**config.mk**
```make
export PLATFORM = sky130hd
export DESIGN_NAME = mmio_bus_arbiter
export DESIGN_NICKNAME = d
export VERILOG_FILES = /design/src/rtl/mmio_bus_pkg.sv /design/src/rtl/mmio_addr_decode.sv /design/src/rtl/mmio_bus_arbiter.sv
export SDC_FILE = /design/constraint.sdc
export NUM_CORES = 1
export LEC_CHECK = 0
export CAP_MARGIN = 10
export CELL_PAD_IN_SITES_DETAIL_PLACEMENT = 1
export CELL_PAD_IN_SITES_GLOBAL_PLACEMENT = 2
export CORE_MARGIN = 3
export CORE_UTILIZATION = 17
export DETAILED_ROUTE_END_ITERATION = 16
export HOLD_SLACK_MARGIN = 0.12
export PLACE_DENSITY = 0.83
export SYNTH_ARGS = -nofsm -noshare
export SYNTH_HDL_FRONTEND = slang
export SYNTH_HIERARCHICAL = 1
export SYNTH_SLANG_ARGS = --single-unit
```
**constraint.sdc**
```tcl
create_clock -name clk -period 3.1 [get_ports clk]
set_input_delay 0.465 -clock clk [delete_from_list [all_inputs] [get_ports clk]]
set_output_delay 0.465 -clock clk [all_outputs]
set_load 0.01 [all_outputs]
```
**src/rtl/mmio_bus_pkg.sv**
```systemverilog
// Shared types and default address map for the MMIO bus controller.
//   state_e  : controller FSM states
//   region_e : decoded slave region of a byte address
//   *Default : default inclusive byte-address bounds of BRAM and GPIO
package mmio_bus_pkg;

  typedef enum logic [1:0] {
    StIdle   = 2'd0,
    StAccess = 2'd1,
    StResp   = 2'd2
  } state_e;

  typedef enum logic [1:0] {
    RegNone = 2'd0,
    RegBram = 2'd1,
    RegGpio = 2'd2
  } region_e;

  localparam logic [31:0] BramBaseDefault = 32'h0000_0000;
  localparam logic [31:0] BramTopDefault  = 32'h0000_07FF;
  localparam logic [31:0] GpioBaseDefault = 32'hFFFF_FFF0;
  localparam logic [31:0] GpioTopDefault  = 32'hFFFF_FFF3;

endpackage

```
**src/rtl/mmio_addr_decode.sv**
```systemverilog
// Combinational byte-address to slave-region decoder (inclusive, unsigned bounds).
// Ports:
//   addr_i   : 32-bit byte address
//   region_o : RegBram, RegGpio or RegNone
module mmio_addr_decode
  import mmio_bus_pkg::*;
#(
  parameter logic [31:0] BramBase = BramBaseDefault,
  parameter logic [31:0] BramTop  = BramTopDefault,
  parameter logic [31:0] GpioBase = GpioBaseDefault,
  parameter logic [31:0] GpioTop  = GpioTopDefault
) (
  input  logic [31:0] addr_i,
  output region_e     region_o
);

  logic in_bram;
  logic in_gpio;

  // Offset compare: one unsigned test checks both bounds and stays meaningful with a zero base.
  assign in_bram = (addr_i - BramBase) <= (BramTop - BramBase);
  assign in_gpio = (addr_i - GpioBase) <= (GpioTop - GpioBase);

  always_comb begin
    region_o = RegNone;
    if (in_bram) begin
      region_o = RegBram;
    end else if (in_gpio) begin
      region_o = RegGpio;
    end
  end

endmodule

```
**src/rtl/mmio_bus_arbiter.sv**
```systemverilog
// Two-master / two-slave MMIO bus controller.
// Accepts one request at a time (IDLE), drives the slave bus for one cycle (ACCESS) and, for
// reads, returns the slave data one cycle later (RESP) selected by the registered region.
// Ports:
//   clk, reset                : clock, synchronous active-high reset
//   mN_valid/we/addr/wdata/mask : master N request (held until mN_ready)
//   mN_ready                  : request accepted this cycle
//   mN_rvalid, mN_rdata       : read response pulse and data
//   bus_addr/wdata/mask       : shared slave bus, held between transactions
//   bram_we, gpio_we          : one-cycle write strobes
//   bram_rdata, gpio_rdata    : slave read data, one cycle after the address
// Build option: define MMIO_ARB_RR_EN for round-robin arbitration (default: m0 fixed priority).
module mmio_bus_arbiter
  import mmio_bus_pkg::*;
#(
  parameter logic [31:0] BRAM_BASE = BramBaseDefault,
  parameter logic [31:0] BRAM_TOP  = BramTopDefault,
  parameter logic [31:0] GPIO_BASE = GpioBaseDefault,
  parameter logic [31:0] GPIO_TOP  = GpioTopDefault
) (
  input  logic        clk,
  input  logic        reset,
  input  logic        m0_valid,
  input  logic        m0_we,
  input  logic [31:0] m0_addr,
  input  logic [31:0] m0_wdata,
  input  logic [3:0]  m0_mask,
  output logic        m0_ready,
  output logic        m0_rvalid,
  output logic [31:0] m0_rdata,
  input  logic        m1_valid,
  input  logic        m1_we,
  input  logic [31:0] m1_addr,
  input  logic [31:0] m1_wdata,
  input  logic [3:0]  m1_mask,
  output logic        m1_ready,
  output logic        m1_rvalid,
  output logic [31:0] m1_rdata,
  output logic [31:0] bus_addr,
  output logic [31:0] bus_wdata,
  output logic [3:0]  bus_mask,
  output logic        bram_we,
  output logic        gpio_we,
  input  logic [31:0] bram_rdata,
  input  logic [31:0] gpio_rdata
);

  state_e      state_q, state_d;
  logic        owner_q, owner_d;
  logic [31:0] addr_q, addr_d;
  logic [31:0] wdata_q, wdata_d;
  logic [3:0]  mask_q, mask_d;
  logic        we_q, we_d;
  region_e     region_q, region_d;

  logic        grant1;
  logic [31:0] req_addr;
  region_e     req_region;
  logic [31:0] resp_data;

`ifdef MMIO_ARB_RR_EN
  // 1 = m1 was granted last; resets to 1 so m0 wins the first tie.
  logic last_grant_q, last_grant_d;
  assign grant1 = m1_valid & (~m0_valid | ~last_grant_q);
`else
  assign grant1 = m1_valid & ~m0_valid;
`endif

  assign req_addr = grant1 ? m1_addr : m0_addr;

  mmio_addr_decode #(
    .BramBase (BRAM_BASE),
    .BramTop  (BRAM_TOP),
    .GpioBase (GPIO_BASE),
    .GpioTop  (GPIO_TOP)
  ) u_decode (
    .addr_i   (req_addr),
    .region_o (req_region)
  );

  assign bus_addr  = addr_q;
  assign bus_wdata = wdata_q;
  assign bus_mask  = mask_q;

  always_comb begin
    unique case (region_q)
      RegBram: resp_data = bram_rdata;
      RegGpio: resp_data = gpio_rdata;
      default: resp_data = 32'h0;
    endcase
  end

  always_comb begin
    state_d   = state_q;
    owner_d   = owner_q;
    addr_d    = addr_q;
    wdata_d   = wdata_q;
    mask_d    = mask_q;
    we_d      = we_q;
    region_d  = region_q;
`ifdef MMIO_ARB_RR_EN
    last_grant_d = last_grant_q;
`endif
    m0_ready  = 1'b0;
    m1_ready  = 1'b0;
    m0_rvalid = 1'b0;
    m1_rvalid = 1'b0;
    bram_we   = 1'b0;
    gpio_we   = 1'b0;

    // Handshakes and strobes are suppressed while reset is held so nothing issues mid-reset.
    if (!reset) begin
      unique case (state_q)
        StIdle: begin
          if (m0_valid || m1_valid) begin
            m0_ready = ~grant1;
            m1_ready = grant1;
            owner_d  = grant1;
            addr_d   = req_addr;
            wdata_d  = grant1 ? m1_wdata : m0_wdata;
            mask_d   = grant1 ? m1_mask : m0_mask;
            we_d     = grant1 ? m1_we : m0_we;
            region_d = req_region;
            state_d  = StAccess;
`ifdef MMIO_ARB_RR_EN
            last_grant_d = grant1;
`endif
          end
        end
        StAccess: begin
          bram_we = we_q && (region_q == RegBram);
          gpio_we = we_q && (region_q == RegGpio);
          state_d = we_q ? StIdle : StResp;
        end
        StResp: begin
          m0_rvalid = ~owner_q;
          m1_rvalid = owner_q;
          state_d   = StIdle;
        end
        default: state_d = StIdle;
      endcase
    end
  end

  assign m0_rdata = m0_rvalid ? resp_data : 32'h0;
  assign m1_rdata = m1_rvalid ? resp_data : 32'h0;

  always_ff @(posedge clk) begin
    if (reset) begin
      state_q  <= StIdle;
      owner_q  <= 1'b0;
      addr_q   <= 32'h0;
      wdata_q  <= 32'h0;
      mask_q   <= 4'h0;
      we_q     <= 1'b0;
      region_q <= RegNone;
    end else begin
      state_q  <= state_d;
      owner_q  <= owner_d;
      addr_q   <= addr_d;
      wdata_q  <= wdata_d;
      mask_q   <= mask_d;
      we_q     <= we_d;
      region_q <= region_d;
    end
  end

`ifdef MMIO_ARB_RR_EN
  always_ff @(posedge clk) begin
    if (reset) begin
      last_grant_q <= 1'b1;
    end else begin
      last_grant_q <= last_grant_d;
    end
  end
`endif

endmodule

```
==> impl_metrics.yaml, run 1 <==
outcome:
  status: "complete, no violations"
critical_path:
  crit_family: "buffers and inverters"
  worstSetupStartpoint: "m1_valid"
  crit_chain: "clkdlybuf4s50_1, nand2b_2, buf_12, buf_4, nor3_1, clkdlybuf4s50_1"
  critical_path.max_stage_delay_ns: 0.59
  cp-end-kind: "output pin"
  r2r_cells: 4
  worstReg2RegStart: "state_q[0]"
  cp_common_cell: "clkdlybuf4s50_1"
  cp_num_cells: 6
  cp.required_ns: 2.63
  path_buf_inv: 4
  cp.arrival_ns: 2.36
  start_kind: "input pin"
  crit_end: "m1_ready"
  worstSetupPathType: "input pin to output pin"
  slowest_stage: "clkdlybuf4s50_1"
  cp_max_fo: 32
  rr_endpoint: "bus_addr[27]"
  rrSetupSlack_ns: 1.16
cts:
  insertion_delay_ns: 0.34
  postCtsResizedCells: 0
  tritoncts: "built"
  cts_hold_buf: 0
  clockBufferDepth: 2
  numCtsBuffers: 9
  cts_max_level: 3
  post-cts-setup-buffers: 0
  path_clk_slew_ns: 0.06
  clkSinkCount: 74
  root_buffer: "clkbuf_16"
sta:
  fmax_mhz: 355
  drv_slew: 0
  period_needed_ns: 2.82
  fin_crit_sh_pct: 91.0
  tightest_slew_ns: 0.823
  rsz0062_at_grt: "false"
  fin_skew_ns: 0.00849
  slew_headroom_pct: 45.1
  tns_ns: 0
  finalHoldViolations: 0
  layout_setup_ws_ns: 0.280
  setup_viol: 0
synth:
  syn_area_um2: 4650
  synth_nets: 853
  avgSynthCellArea_um2: 7.22
  synthesis.instances: 645
  yosys_warnings: 6
layout:
  syn2layout_area_growth_pct: 87.6
  antenna_cells: 0
  final_util_pct: 32.9
  nets: 1163
  drive_gt1_share_pct: 5.42
place:
  post-place-ws_ns: 0.0370
  port_buffers: 343
  hpwl_um: 18400
  place.gp.congestion: 0.775
flow_run:
  timing.max_cap.violations: 0
routing:
  drc_errors: 0
  vias: 6026
  drt-total-wl_um: 25000
  ant_nets: 0
  route.detailed.wl_per_inst_um: 19.3
  avgViaCountPerCell: 4.65
  first_iter_violations: 208
  dr.pass1.iters: 4
pwr:
  powerDensity_nw_per_um2: 375
  ir_drop_uv: 178
  p_leak_nw: 3.16
global_route:
  grt_usage_pct: 16.0
  grt_pass1_vias: 6231
  grt_pass1_wl_um: 36900
  antenna_found_initial: 2
  grt_max_degree: 67
  grt_overflow_total: 0
floorplanning:
  io_pins: 344
  coreArea_um2: 26500
  initial_utilization_pct: 17.6
  die_w_um: 171
  fp-row-count: 59
  dieArea_um2: 29400
  die_y_um: 171
min_path:
  min_path_type: "flip-flop to flip-flop"
==> cell usage in the layout, fill, tap and decap left out, types with 2 or more instances in the layout <==
cell type / count
ha_1: 2
a21oi_1: 71
and3_1: 2
a22oi_1: 33
nor4_2: 2
nor2_4: 3
a311oi_1: 69
nor3_1: 5
buf_12: 5
nand4_1: 7
nor3b_1: 3
a211oi_1: 2
nand2_1: 171
clkinv_4: 2
nand3_1: 5
nor2_1: 38
inv_6: 2
clkbuf_16: 9
clkdlybuf4s50_1: 342
nor4_1: 4
buf_4: 17
inv_1: 3
dfxtp_1: 74
and2_1: 65
o21ai_0: 2
==> cell type report <==
type,instances,area [µm²]
clock buffers,10,239
clock inverters,6,72.6
fillers,3144,17800
inverters,3,11.3
multi-input cells,502,2850
flip-flops and latches,74,1480
well taps,335,419
repair buffers,365,3660
==> worst min-delay path by stage <==
stage          startpoint          to  slack [ns]  depth (start not counted)
2_1_floorplan        we_q  state_q[1]        0.42                          1
3_3_place_gp         we_q  state_q[1]        0.44                          1
3_5_place_dp         we_q  state_q[1]        0.45                          1
4_1_cts              we_q  state_q[1]        0.46                          1
5_1_grt              we_q  state_q[1]        0.49                          1
6_report             we_q  state_q[1]        0.46                          1
==> power by group <==
| group | internal (mW) | switching [mW] |
|---|---|---|
| registers | 1.06 | 0.0655 |
| logic | 0.556 | 0.457 |
| clock network | 0.656 | 0.479 |
| total | 2.27 | 1.00 |
==> flip-flops by register name, summed over array words and instances, names as in the netlist <==
name	cells
bus_addr	32
bus_wdata	32
bus_mask	4
region_q	2
state_q	2
owner_q	1
we_q	1
==> through the flow <==
step                power (mW)  instances  instance area (µm²)  hold WS (ns)
floorplan                 1.54        645                 4650         0.420
global placement          2.16       1279                 8420         0.440
detailed placement        2.17       1279                 8420         0.446
CTS                       3.32       1295                 8730         0.456
global route              3.46       1295                 8730         0.490
finish                    3.27       1295                 8730         0.458
==> metal layers <==
layer	vias to the layer above	global-route usage (%)	routed length, µm
li1	2924	-	-
met1	2869	19.5	10200
met2	210	27.4	12200
met3	19	5.88	2360
met4	4	2.69	235
met5	-	0	23
Power figures use the tool's default switching activity.
==> run 2, diff against run 1 <==
Settings changed: CTS_CLUSTER_SIZE from default to 8, PLACE_DENSITY 0.83 to 0.81, SYNTH_HIERARCHICAL 1 to default.
==> impl_metrics.yaml, run 2 <==
outcome:
  status: "complete, no violations"
cts:
  cts_hold_buf: 0
  cts_max_level: 3
  tritoncts: "built"
  root_buffer: "clkbuf_16"
  insertion_delay_ns: 0.34
  clkSinkCount: 74
  path_clk_slew_ns: 0.06
  postCtsResizedCells: 0
  post-cts-setup-buffers: 0
  numCtsBuffers: 9
  clockBufferDepth: 2
sta:
  fmax_mhz: 346
  tns_ns: 0
  setup_viol: 0
  finalHoldViolations: 0
  drv_slew: 0
  slew_headroom_pct: 56.9
  fin_skew_ns: 0.0116
  rsz0062_at_grt: "false"
  period_needed_ns: 2.89
  tightest_slew_ns: 0.646
  fin_hold_ws_ns: 0.500
  layout_setup_ws_ns: 0.211
  fin_crit_sh_pct: 93.2
synth:
  synth_top_area_share_pct: 30.5
  synth_cell_types: 50
  ys_seq_area_share_pct: 30.5
  synth_most_common_cell: "nand2_1"
  synthTopCellsByCount: "nand2_1 (139), nor2_1 (114), dfxtp_1 (74)"
  synthAdderAreaFrac_pct: 0.515
  synthesis.instances: 670
  synth_ff_type: "dfxtp_1"
  async_reset_ff_share_pct: 0
  syn_area_um2: 4850
  synthSimpleGateAreaFrac_pct: 36.0
  yosys_register_bits: 74
  yosys_warnings: 0
  muxShareOfSynthArea_pct: 5.75
  avgSynthCellArea_um2: 7.25
  synth_nets: 878
  ys_top_cells_by_area: "dfxtp_1 (31%), nand2_1 (11%), a311oi_1 (9.6%)"
  yosys.area_share.xor_xnor_pct: 0.722
  synth.largest_area_cell: "dfxtp_1"
  synth-compound-area-share_pct: 21.0
  synth_edf_count: 0
  synth_top_family_by_area: "simple AND/OR/NAND/NOR gates"
floorplanning:
  initial_utilization_pct: 17.4
  dieArea_um2: 30600
  fp-row-count: 61
  io_pins: 344
  coreArea_um2: 27900
  die_y_um: 175
  die_w_um: 175
global_route:
  grt_usage_pct: 16.0
  grt_pass1_vias: 6637
  grt_overflow_total: 0
  antenna_found_initial: 0
  grt_pass1_wl_um: 38600
  grt_max_degree: 54
critical_path:
  worstSetupPathType: "input pin to output pin"
  cp.required_ns: 2.63
  cp_max_fo: 25
  cp-end-kind: "output pin"
  cp.arrival_ns: 2.42
  start_kind: "input pin"
place:
  post-place-ws_ns: -0.0912
  dpl_cell_area_um2: 8990
  port_buffers: 343
  hpwl_um: 20600
  place.gp.congestion: 0.814
routing:
  drc_errors: 0
  ant_nets: 0
  vias: 6299
  first_iter_violations: 189
  route.detailed.wl_per_inst_um: 18.3
  avgViaCountPerCell: 4.49
  dr.pass1.iters: 4
  drt-total-wl_um: 25600
layout:
  final_cell_mix: "clkdlybuf4s50_1 (342), nand2_1 (139), nor2_1 (114)"
  drive_gt1_share_pct: 7.81
  nets: 1227
  syn2layout_area_growth_pct: 92.2
  final_util_pct: 33.4
  layout_commonest_cell: "clkdlybuf4s50_1"
  design_area_um2: 9330
  antenna_cells: 0
min_path:
  min_path_type: "flip-flop to flip-flop"
pwr:
  ir_drop_uv: 195
  p_leak_nw: 3.42
  powerDensity_nw_per_um2: 372
flow_run:
  timing.max_cap.violations: 0
## run 2: cells by family after synthesis
| group | after synthesis |
|---|---|
| adder cells (fa/ha/maj) | 2 |
| AND/OR/NAND/NOR | 376 |
| AO/OA/AOI/OAI | 129 |
| XOR/XNOR | 4 |
| multiplexers | 25 |
| flip-flops | 74 |
| buffers and inverters | 60 |
## run 2: path summary, 6_finish.rpt
check	start	end	slack (ns)	depth (start not counted)
setup reg to reg	state_q[0]	region_q[1]	0.91	8
setup / recovery	m0_valid	m1_ready	0.21	5
hold reg to reg	bus_wdata[16]	bus_wdata[16]	0.50	2
hold / removal	bus_wdata[16]	bus_wdata[16]	0.50	2
## run 2: final cells by class
| cell class | instances | area (µm²) |
|---|---|---|
| clock buffers | 10 | 229 |
| clock inverters | 6 | 115 |
| fillers | 3349 | 18600 |
| inverters | 3 | 11.3 |
| multi-input cells | 536 | 3140 |
| flip-flops and latches | 74 | 1480 |
| well taps | 378 | 473 |
| repair buffers | 395 | 3880 |
## run 2: power breakdown
part	switching, mW	internal (mW)	leakage (nW)	total, mW
sequential	0.0655	1.06	0.615	1.13
clock	0.454	0.791	0.163	1.24
combinational	0.496	0.607	2.64	1.10
total	1.02	2.46	3.42	3.48
## run 2: routing by layer
| metal | part of all wire, % | vias up | GRT usage [%] | routed length, µm |
|---|---|---|---|---|
| met5 | 0 | - | 0 | 0 |
| met3 | 8.2 | 16 | 5.41 | 2110 |
| met2 | 49 | 239 | 28.6 | 12500 |
| met4 | 1.2 | 0 | 3.29 | 311 |
| li1 | - | 3073 | - | - |
| met1 | 42 | 2971 | 18.6 | 10700 |
## run 2: critical path, cell delays in order
cell and delay, ns:
clkdlybuf4s50_1 0.52, nand2b_4 0.28, buf_4 0.27, nor4_1 0.23, clkdlybuf4s50_1 0.65
## run 2: per-stage QoR
step	std cells	power, mW
3_3_place_gp	1386	2.26
2_1_floorplan	670	1.56
4_1_cts	1402	3.55
6_report	1402	3.48
5_1_grt	1402	3.68
3_5_place_dp	1386	2.27
